$ cat config.mk
export PLATFORM = sky130hd
export DESIGN_NAME = nbody_pair_sched
export DESIGN_NICKNAME = d
export VERILOG_FILES = /design/src/rtl/nbody_pair_sched.sv
export SDC_FILE = /design/constraint.sdc
export NUM_CORES = 2
export LEC_CHECK = 0
export BUFFER_PORTS_ARGS = -buffer_cell sky130_fd_sc_hd__buf_2
export CAP_MARGIN = 5
export CORE_MARGIN = 3
export CORE_UTILIZATION = 56
export CTS_BUF_LIST = sky130_fd_sc_hd__clkbuf_16
export DETAILED_ROUTE_END_ITERATION = 10
export GPL_ROUTABILITY_DRIVEN = 0
export PLACE_DENSITY = 0.75
export SLEW_MARGIN = 20
export SYNTH_ARGS = -nofsm -noshare
export SYNTH_HDL_FRONTEND = slang
export SYNTH_SLANG_ARGS = --single-unit
$ cat constraint.sdc
create_clock -name clk -period 87.3 [get_ports clk]
set_input_delay 8.73 -clock clk [delete_from_list [all_inputs] [get_ports clk]]
set_output_delay 8.73 -clock clk [all_outputs]
set_load 0.01 [all_outputs]
$ cat src/rtl/nbody_pair_sched.sv
// Pair scheduler for the accel phase: walks every (i,j) body pair into the accel pipeline and
// replays each pair PIPE_LAT cycles later as write-back tags.
module nbody_pair_sched #(
  parameter int BODIES          = 512,
  parameter int BODY_ADDR_WIDTH = $clog2(BODIES),
  parameter int PIPE_LAT        = 123
) (
  input  logic                       clk,
  input  logic                       rst,
  input  logic                       i_start,
  input  logic                       i_abort,
  input  logic                       i_hold,
  input  logic [BODY_ADDR_WIDTH:0]   i_num_bodies,
  output logic                       o_busy,
  output logic                       o_done,
  output logic                       o_issue_valid,
  output logic [BODY_ADDR_WIDTH-1:0] o_issue_i,
  output logic [BODY_ADDR_WIDTH-1:0] o_issue_j,
  output logic                       o_issue_self,
  output logic                       o_wb_valid,
  output logic [BODY_ADDR_WIDTH-1:0] o_wb_i,
  output logic [BODY_ADDR_WIDTH-1:0] o_wb_j,
  output logic                       o_wb_self,
  output logic                       o_wb_last_j
);

  localparam int AW = BODY_ADDR_WIDTH;
  localparam int OW = $clog2(PIPE_LAT + 1) + 1;
  localparam int DW = 2 * AW + 3;
  localparam logic [AW:0] N_MAX = (AW + 1)'(BODIES);

  localparam logic [1:0] ST_IDLE  = 2'd0;
  localparam logic [1:0] ST_ISSUE = 2'd1;
  localparam logic [1:0] ST_DRAIN = 2'd2;
  localparam logic [1:0] ST_DONE  = 2'd3;

  logic [1:0]    r_state, w_state_d;
  logic [AW-1:0] r_i, r_j, r_last;
  logic          r_busy, r_done;
  logic          r_issue_valid, r_issue_self, r_issue_last;
  logic [AW-1:0] r_issue_i, r_issue_j;
  logic [OW-1:0] r_out, w_out_d;
  logic [DW-1:0] r_dl [PIPE_LAT];

  logic [AW:0]   w_n;
  logic [AW-1:0] w_n_last, w_cur_i, w_cur_j, w_cur_last;
  logic          w_accept, w_multi, w_in_issue, w_emit, w_j_end, w_i_end, w_wb_valid;

  assign w_n        = (i_num_bodies > N_MAX) ? N_MAX : i_num_bodies;
  assign w_n_last   = AW'(w_n - (AW + 1)'(1));
  assign w_multi    = w_n > (AW + 1)'(1);
  assign w_accept   = (r_state == ST_IDLE) && i_start && !i_abort;
  assign w_in_issue = (r_state == ST_ISSUE);
  // The pair (0,0) goes out on the same edge that accepts start.
  assign w_emit     = !i_abort && !i_hold && (w_in_issue || (w_accept && w_multi));
  assign w_cur_i    = w_in_issue ? r_i : '0;
  assign w_cur_j    = w_in_issue ? r_j : '0;
  assign w_cur_last = w_in_issue ? r_last : w_n_last;
  assign w_j_end    = (w_cur_j == w_cur_last);
  assign w_i_end    = (w_cur_i == w_cur_last);
  assign w_wb_valid = r_dl[PIPE_LAT-1][DW-1];

  always_comb begin
    w_out_d = r_out;
    case ({r_issue_valid, w_wb_valid})
      2'b10:   w_out_d = r_out + OW'(1);
      2'b01:   w_out_d = r_out - OW'(1);
      default: w_out_d = r_out;
    endcase
  end

  always_comb begin
    w_state_d = r_state;
    case (r_state)
      ST_IDLE:  if (w_accept && w_multi) w_state_d = ST_ISSUE;
      ST_ISSUE: if (w_emit && w_i_end && w_j_end) w_state_d = ST_DRAIN;
      ST_DRAIN: if (w_out_d == '0) w_state_d = ST_DONE;
      default:  w_state_d = ST_IDLE;
    endcase
    if (i_abort) w_state_d = ST_IDLE;
  end

  always_ff @(posedge clk or posedge rst) begin
    if (rst) begin
      r_state       <= ST_IDLE;
      r_i           <= '0;
      r_j           <= '0;
      r_last        <= '0;
      r_busy        <= 1'b0;
      r_done        <= 1'b0;
      r_issue_valid <= 1'b0;
      r_issue_self  <= 1'b0;
      r_issue_last  <= 1'b0;
      r_issue_i     <= '0;
      r_issue_j     <= '0;
      r_out         <= '0;
    end else begin
      r_state       <= w_state_d;
      r_busy        <= (w_state_d == ST_ISSUE) || (w_state_d == ST_DRAIN);
      r_done        <= (w_accept && !w_multi) || ((r_state == ST_DRAIN) && (w_state_d == ST_DONE));
      r_issue_valid <= w_emit;
      r_issue_self  <= w_emit && (w_cur_i == w_cur_j);
      r_issue_last  <= w_emit && w_j_end;
      r_out         <= i_abort ? '0 : w_out_d;
      if (w_accept) r_last <= w_n_last;
      if (w_emit) begin
        r_issue_i <= w_cur_i;
        r_issue_j <= w_cur_j;
        if (!w_j_end) begin
          r_i <= w_cur_i;
          r_j <= w_cur_j + AW'(1);
        end else begin
          r_j <= '0;
          // Hold i on the final pair so a full-size pass never wraps the counter.
          r_i <= w_i_end ? w_cur_i : w_cur_i + AW'(1);
        end
      end else if (w_accept) begin
        r_i <= '0;
        r_j <= '0;
      end
    end
  end

  always_ff @(posedge clk or posedge rst) begin
    if (rst) begin
      for (int k = 0; k < PIPE_LAT; k++) r_dl[k] <= '0;
    end else if (i_abort) begin
      for (int k = 0; k < PIPE_LAT; k++) r_dl[k] <= '0;
    end else begin
      r_dl[0] <= {r_issue_valid, r_issue_i, r_issue_j, r_issue_self, r_issue_last};
      for (int k = 1; k < PIPE_LAT; k++) r_dl[k] <= r_dl[k-1];
    end
  end

  assign o_busy        = r_busy;
  assign o_done        = r_done;
  assign o_issue_valid = r_issue_valid;
  assign o_issue_i     = r_issue_i;
  assign o_issue_j     = r_issue_j;
  assign o_issue_self  = r_issue_self;
  assign o_wb_valid    = w_wb_valid;
  assign o_wb_i        = r_dl[PIPE_LAT-1][DW-2 -: AW];
  assign o_wb_j        = r_dl[PIPE_LAT-1][AW+1 -: AW];
  assign o_wb_self     = r_dl[PIPE_LAT-1][1];
  assign o_wb_last_j   = r_dl[PIPE_LAT-1][0];

endmodule

== Yosys cells after proc, flatten, opt, wreduce, memory -nomap -nowiden ==
Index checks and enable logic that the tools add are counted.

* ROM bits: 0
* Memory bits (writable): 0
* Register bits: 2643
* Bits in latches: 0
* Input port bits: 15
* Memories: 0

* Multipliers: 0
* Shifts and indexed selects: 0
* Reductions and logical operators: 20
* Add/subtract/negate cells: 5
* Div/mod/pow operators: 0
* Magnitude comparators: 2
* Mux-type cells: 18
* Equality and inequality tests: 10
* Bitwise operators: 0

{| class="wikitable"
|+ Operators by type and width
! cell !! number
|-
| $mux 2583 || 1
|-
| $mux 9 || 9
|-
| $eq 9x9->1 || 3
|-
| $add 9x1->9 const B || 2
|-
| $pmux 8 s2 || 1
|-
| $logic_and 1x1->1 || 11
|-
| $gt 10x1->1 const B || 1
|-
| $gt 10x10->1 const B || 1
|-
| $mux 10 || 1
|-
| $sub 9x1->9 const B || 1
|-
| $add 8x1->8 const B || 1
|-
| $eq 2x2->1 const B || 4
|-
| $logic_not 8->1 || 1
|-
| $mux 2 || 4
|-
| $mux 8 || 1
|-
| $sub 8x1->8 const B || 1
|-
| $eq 2x1->1 const B || 3
|-
| $pmux 2 s3 || 1
|-
| $logic_not 1->1 || 3
|-
| $logic_or 1x1->1 || 3
|-
| $logic_not 2->1 || 1
|-
| $reduce_bool 2->1 || 1
|}

== Depth between registers and ports, before layout ==
* Depth after elaboration: 14
* Gate-level depth with buffers: 14
* Gate-level depth less buffers: 12

== Worst setup path before layout ==
No wires, ideal clock.

* Path kind: input to register
* Start: in i_num_bodies[9]
* End: reg r_done, in the netlist o_done
* Buffers on the path: 3
* Data arrival time: 11.185 ns
* Slack: 75.994 ns
* Cell stages on the path: 13
* Cells stage by stage: buf_2 > nor2b_1 > inv_1 > ha_1 > clkbuf_1 > o2111a_1 > nand2b_1 > a211o_1 > clkbuf_1 > o31ai_1 > a31oi_1 > ha_1 > a22o_1

* Elaborated cells between the ends (all ways): 21

{| class="wikitable"
|+ RTL lines
! what !! RTL line !! RTL
|-
| from (decl) || 13 || <nowiki>input logic [BODY_ADDR_WIDTH:0] i_num_bodies,</nowiki>
|-
| $gt 10x10->1 * || 49 || <nowiki>assign w_n = (i_num_bodies > N_MAX) ? N_MAX : i_num_bodies;</nowiki>
|-
| $mux 10 * || 49 ||
|-
| $sub 9x1->9 * || 50 || <nowiki>assign w_n_last = AW'(w_n - (AW + 1)'(1));</nowiki>
|-
| named net w_n_last[0] || 46 || <nowiki>logic [AW-1:0] w_n_last, w_cur_i, w_cur_j, w_cur_last;</nowiki>
|-
| $mux 9 * || 58 || <nowiki>assign w_cur_last = w_in_issue ? r_last : w_n_last;</nowiki>
|-
| $eq 9x9->1 || 60 || <nowiki>assign w_i_end = (w_cur_i == w_cur_last);</nowiki>
|-
| $logic_and 1x1->1 || 76 || <nowiki>ST_ISSUE: if (w_emit && w_i_end && w_j_end) w_state_d = ST_DRAIN;</nowiki>
|-
| $logic_and 1x1->1 * || 76 ||
|-
| $mux 2 * || 76 ||
|-
| $pmux 2 s3 * || 74 || <nowiki>case (r_state)</nowiki>
|-
| $mux 2 * || 80 || <nowiki>if (i_abort) w_state_d = ST_IDLE;</nowiki>
|-
| named net w_state_d[0] || 37 || <nowiki>logic [1:0] r_state, w_state_d;</nowiki>
|-
| $eq 2x2->1 * || 100 || <nowiki>r_done <= (w_accept && !w_multi) || ((r_state == ST_DRAIN) && (w_state_d == ST_DONE));</nowiki>
|-
| $logic_and 1x1->1 * || 100 ||
|-
| $logic_or 1x1->1 * || 100 ||
|-
| to (signal assigned) || 100 ||
|-
| to (decl) || 39 || <nowiki>logic r_busy, r_done;</nowiki>
|}

Mark *: on every way through the listed nets, which the timed path passes. The rest lies on a longest branch.
A chain may end at the register's enable or synchronous reset.

== Worst setup path in the final report ==
* Start: in i_abort
* End: reg r_dl[1895] in the netlist's numbering

* Cells in the longest elaborated chain, start to end: 1

{| class="wikitable"
|+ Ends and longest elaborated chain
! what !! RTL line !! RTL
|-
| from (decl) || 11 || <nowiki>input logic i_abort,</nowiki>
|-
| $mux 2583 || 127 || <nowiki>end else if (i_abort) begin</nowiki>
|-
| to (decl) || 43 || <nowiki>logic [DW-1:0] r_dl [PIPE_LAT];</nowiki>
|}

Every way passes these cells.

==> impl_metrics.tcl <==
set metrics [dict create \
    grt.total_usage_pct 15.29 \
    grt_pass1_vias 40730 \
    hold_violations 0 \
    fin_area_um2 95580 \
    synth_edf_count 0 \
    grt_max_degree 256 \
    status "complete, no violations" \
    worstSetupPathType "primary input to register" \
    place_area_um2 87810 \
    p_per_area_nw_per_um2 23.95 \
    wl_mm 114.5 \
    dr.pass1.iters 5 \
    fillers 10700 \
    syn-num-nets 5922 \
    irDropWorstVdd_mv 0.02311 \
    cp-startpoint "i_abort" \
    stdcell_count 8134 \
    startpoint_type "primary input" \
    worstRegToRegCells 7 \
    avgSynthCellArea_um2 14.56 \
    drt.antenna.violating_nets 0 \
    rsz0062_at_grt "false" \
    fin_crit_sh_pct 14.30 \
    ff2ff_setup_slack_ns 84.02 \
    fin_skew_ns 0.06728 \
    vias_per_cell 4.738 \
    setup_viol 0 \
    cts.clk_slew.worst_paths_ns 0.07 \
    tightest_slew_ns 1.122 \
    r2r-start "r_state[1]" \
    drt_iter0_markers 2228 \
    synthFlopType "dfrtp_1" \
    holdBufCountCts 0 \
    grt_remaining_overflow 0 \
    tns_ns 0 \
    relSlewSlack_pct 25.19 \
    cts_setup_buffers 0 \
    routedWlPerCell_um 14.08 \
    cts_resized 0 \
    die_y_um 397.5 \
    core_um2 152100 \
    finalCriticalPeriod_ns 12.49 \
    placed_cells 7696 \
    syn_area_um2 85830 \
    setup_slack_ns 74.81 \
    fin_util_pct 62.85 \
    rows 143 \
    async_flop_share_pct 100.0 \
    end_kind "register" \
    dp_slack_ns 73.96 \
    vias 38540 \
    cap_violations 0 \
    yosys_warnings 0 \
    reg2reg_to "r_i[5]" \
    cts_inserted_buffers 236 \
    synth_cells 5894 \
    portBuffers 57 \
    antenna_found_initial 0 \
    cts_buffer_depth 3 \
    nNetsFinal 5933 \
    cp.arrival_ns 13.15 \
    clk_latency_ns 0.83 \
    ys_seq_area_share_pct 77.06 \
    n_antenna_cell 0 \
    drcViolationCount 0 \
    start_util_pct 56.44 \
    synth-seq-cells 2643 \
    crit_path_end "r_dl[1895]" \
    cts-htree-levels 4 \
    area_growth_pct 11.36 \
    crit_required_ns 87.96 \
    die_w_um 397.5 \
    fmax_mhz 80.09 \
    root_buffer "clkbuf_16" \
    dieArea_um2 158000 \
    synth_cell_types 69 \
    grt_pass1_wl_mm 202.6 \
    report.final.slew_viol_count 0 \
    cp_max_fo 229 \
    p_leak_uw 0.04816 \
    io_pins 58 \
    hpwl_mm 52.08 \
    min_path_type "register to register" \
    clkSinkCount 2643 \
    cts_tree "yes" \
    drive_gt1_share_pct 7.503 \
]
[final cells by class]
class,count,area (um^2),area share [%]
clock buffer,239,5981,6.257
clock inverter,198,1739,1.820
inverter,27,108.9,0.1139
multi-input combinational,2894,18260,19.11
sequential,2643,66140,69.19
tap,2030,2540,2.657
timing repair buffer,103,813.3,0.8509
[worst min-delay path by stage]
stage / from / endpoint / slack (ns) / depth (start not counted)
after floorplan: r_dl[32] / o_wb_i[0] / 0.44 / 1
after global placement: r_dl[2421] / r_dl[2400] / 0.44 / 1
after detailed placement: r_dl[1524] / r_dl[1503] / 0.45 / 1
after CTS: r_dl[850] / r_dl[829] / 0.41 / 1
after global routing: r_dl[1841] / r_dl[1820] / 0.44 / 1
final: r_dl[1841] / r_dl[1820] / 0.42 / 1
[synthesized netlist by cell type (6+ instances only)]
master	count	share of area, %
a21oi_1	16	0.093
a31oi_1	6	0.044
and3_1	6	0.044
a22o_1	7	0.071
nor2b_1	2584	19
o211ai_1	6	0.052
xor2_1	12	0.12
nand2_1	45	0.20
buf_4	18	0.16
inv_1	27	0.12
nor2_1	29	0.13
nor4_1	6	0.044
mux2i_1	6	0.070
dfrtp_1	2643	77
ha_1	12	0.17
nand4_1	6	0.044
nand3_1	15	0.087
clkbuf_1	305	1.3
xnor2_1	12	0.12
nor3_1	14	0.082
o21ai_0	22	0.13
a21o_1	7	0.061
[power breakdown]
group          switching, uW  internal [uW]  total (uW)
Sequential              1.46           1230        1230
Combinational           43.8           5.24        49.0
Clock                    438            574        1010
[worst max-delay path: stages]
cell,delay [ns]
buf_12,0.51
buf_12,0.67
buf_4,0.91
buf_4,0.92
buf_4,0.78
nor2b_1,0.12
[metal layers]
layer  vias to the layer above  GRT usage (%)  share of wire (%)
li1                      17950              -                  -
met1                     19870          22.99                 48
met2                       480          22.85                 46
met3                       239          2.554                3.1
met4                         0          5.628                2.8
met5                         -              0                  0
[state kept, by name (all words and copies together) (netlist names), 9 cells and up]
register   count
r_i            9
o_issue_j      9
o_issue_i      9
o_wb_i         9
r_last         9
o_wb_j         9
r_j            9
r_dl        2562
[cell usage in the layout, fill, tap and decap left out, types with 12 or more instances in the layout]
cell type / netlist / routed
dfrtp_1: 2643 / 2643
nor2b_1: 2584 / 2584
clkbuf_16: 0 / 239
clkinv_1: 0 / 68
inv_1: 27 / 62
buf_2: 2 / 56
nand2_1: 45 / 45
clkinv_2: 0 / 45
buf_4: 18 / 29
nor2_1: 29 / 28
bufinv_16: 0 / 26
o21ai_0: 22 / 22
a21oi_1: 16 / 16
nand3_1: 15 / 15
nor3_1: 14 / 14
xnor2_1: 12 / 12
xor2_1: 12 / 12
ha_1: 12 / 12
[metrics by stage]
stage	hold slack (ns)	total power (uW)
floorplan	0.4385	1295
global placement	0.4403	1300
detailed placement	0.4463	1301
CTS	0.4118	2322
global route	0.4432	2378
finish	0.4191	2289
[cell families after synthesis]
family / Yosys count / synth area share [%]
multiplexers: 8 / 0.09621
adder cells (fa/ha/maj): 13 / 0.1983
XOR/XNOR: 24 / 0.2449
buffers and inverters: 357 / 1.669
AO/OA/AOI/OAI: 114 / 0.9797
flip-flops: 2643 / 77.06
AND/OR/NAND/NOR: 2735 / 19.75
No activity file was read; power rests on OpenSTA's default activity.
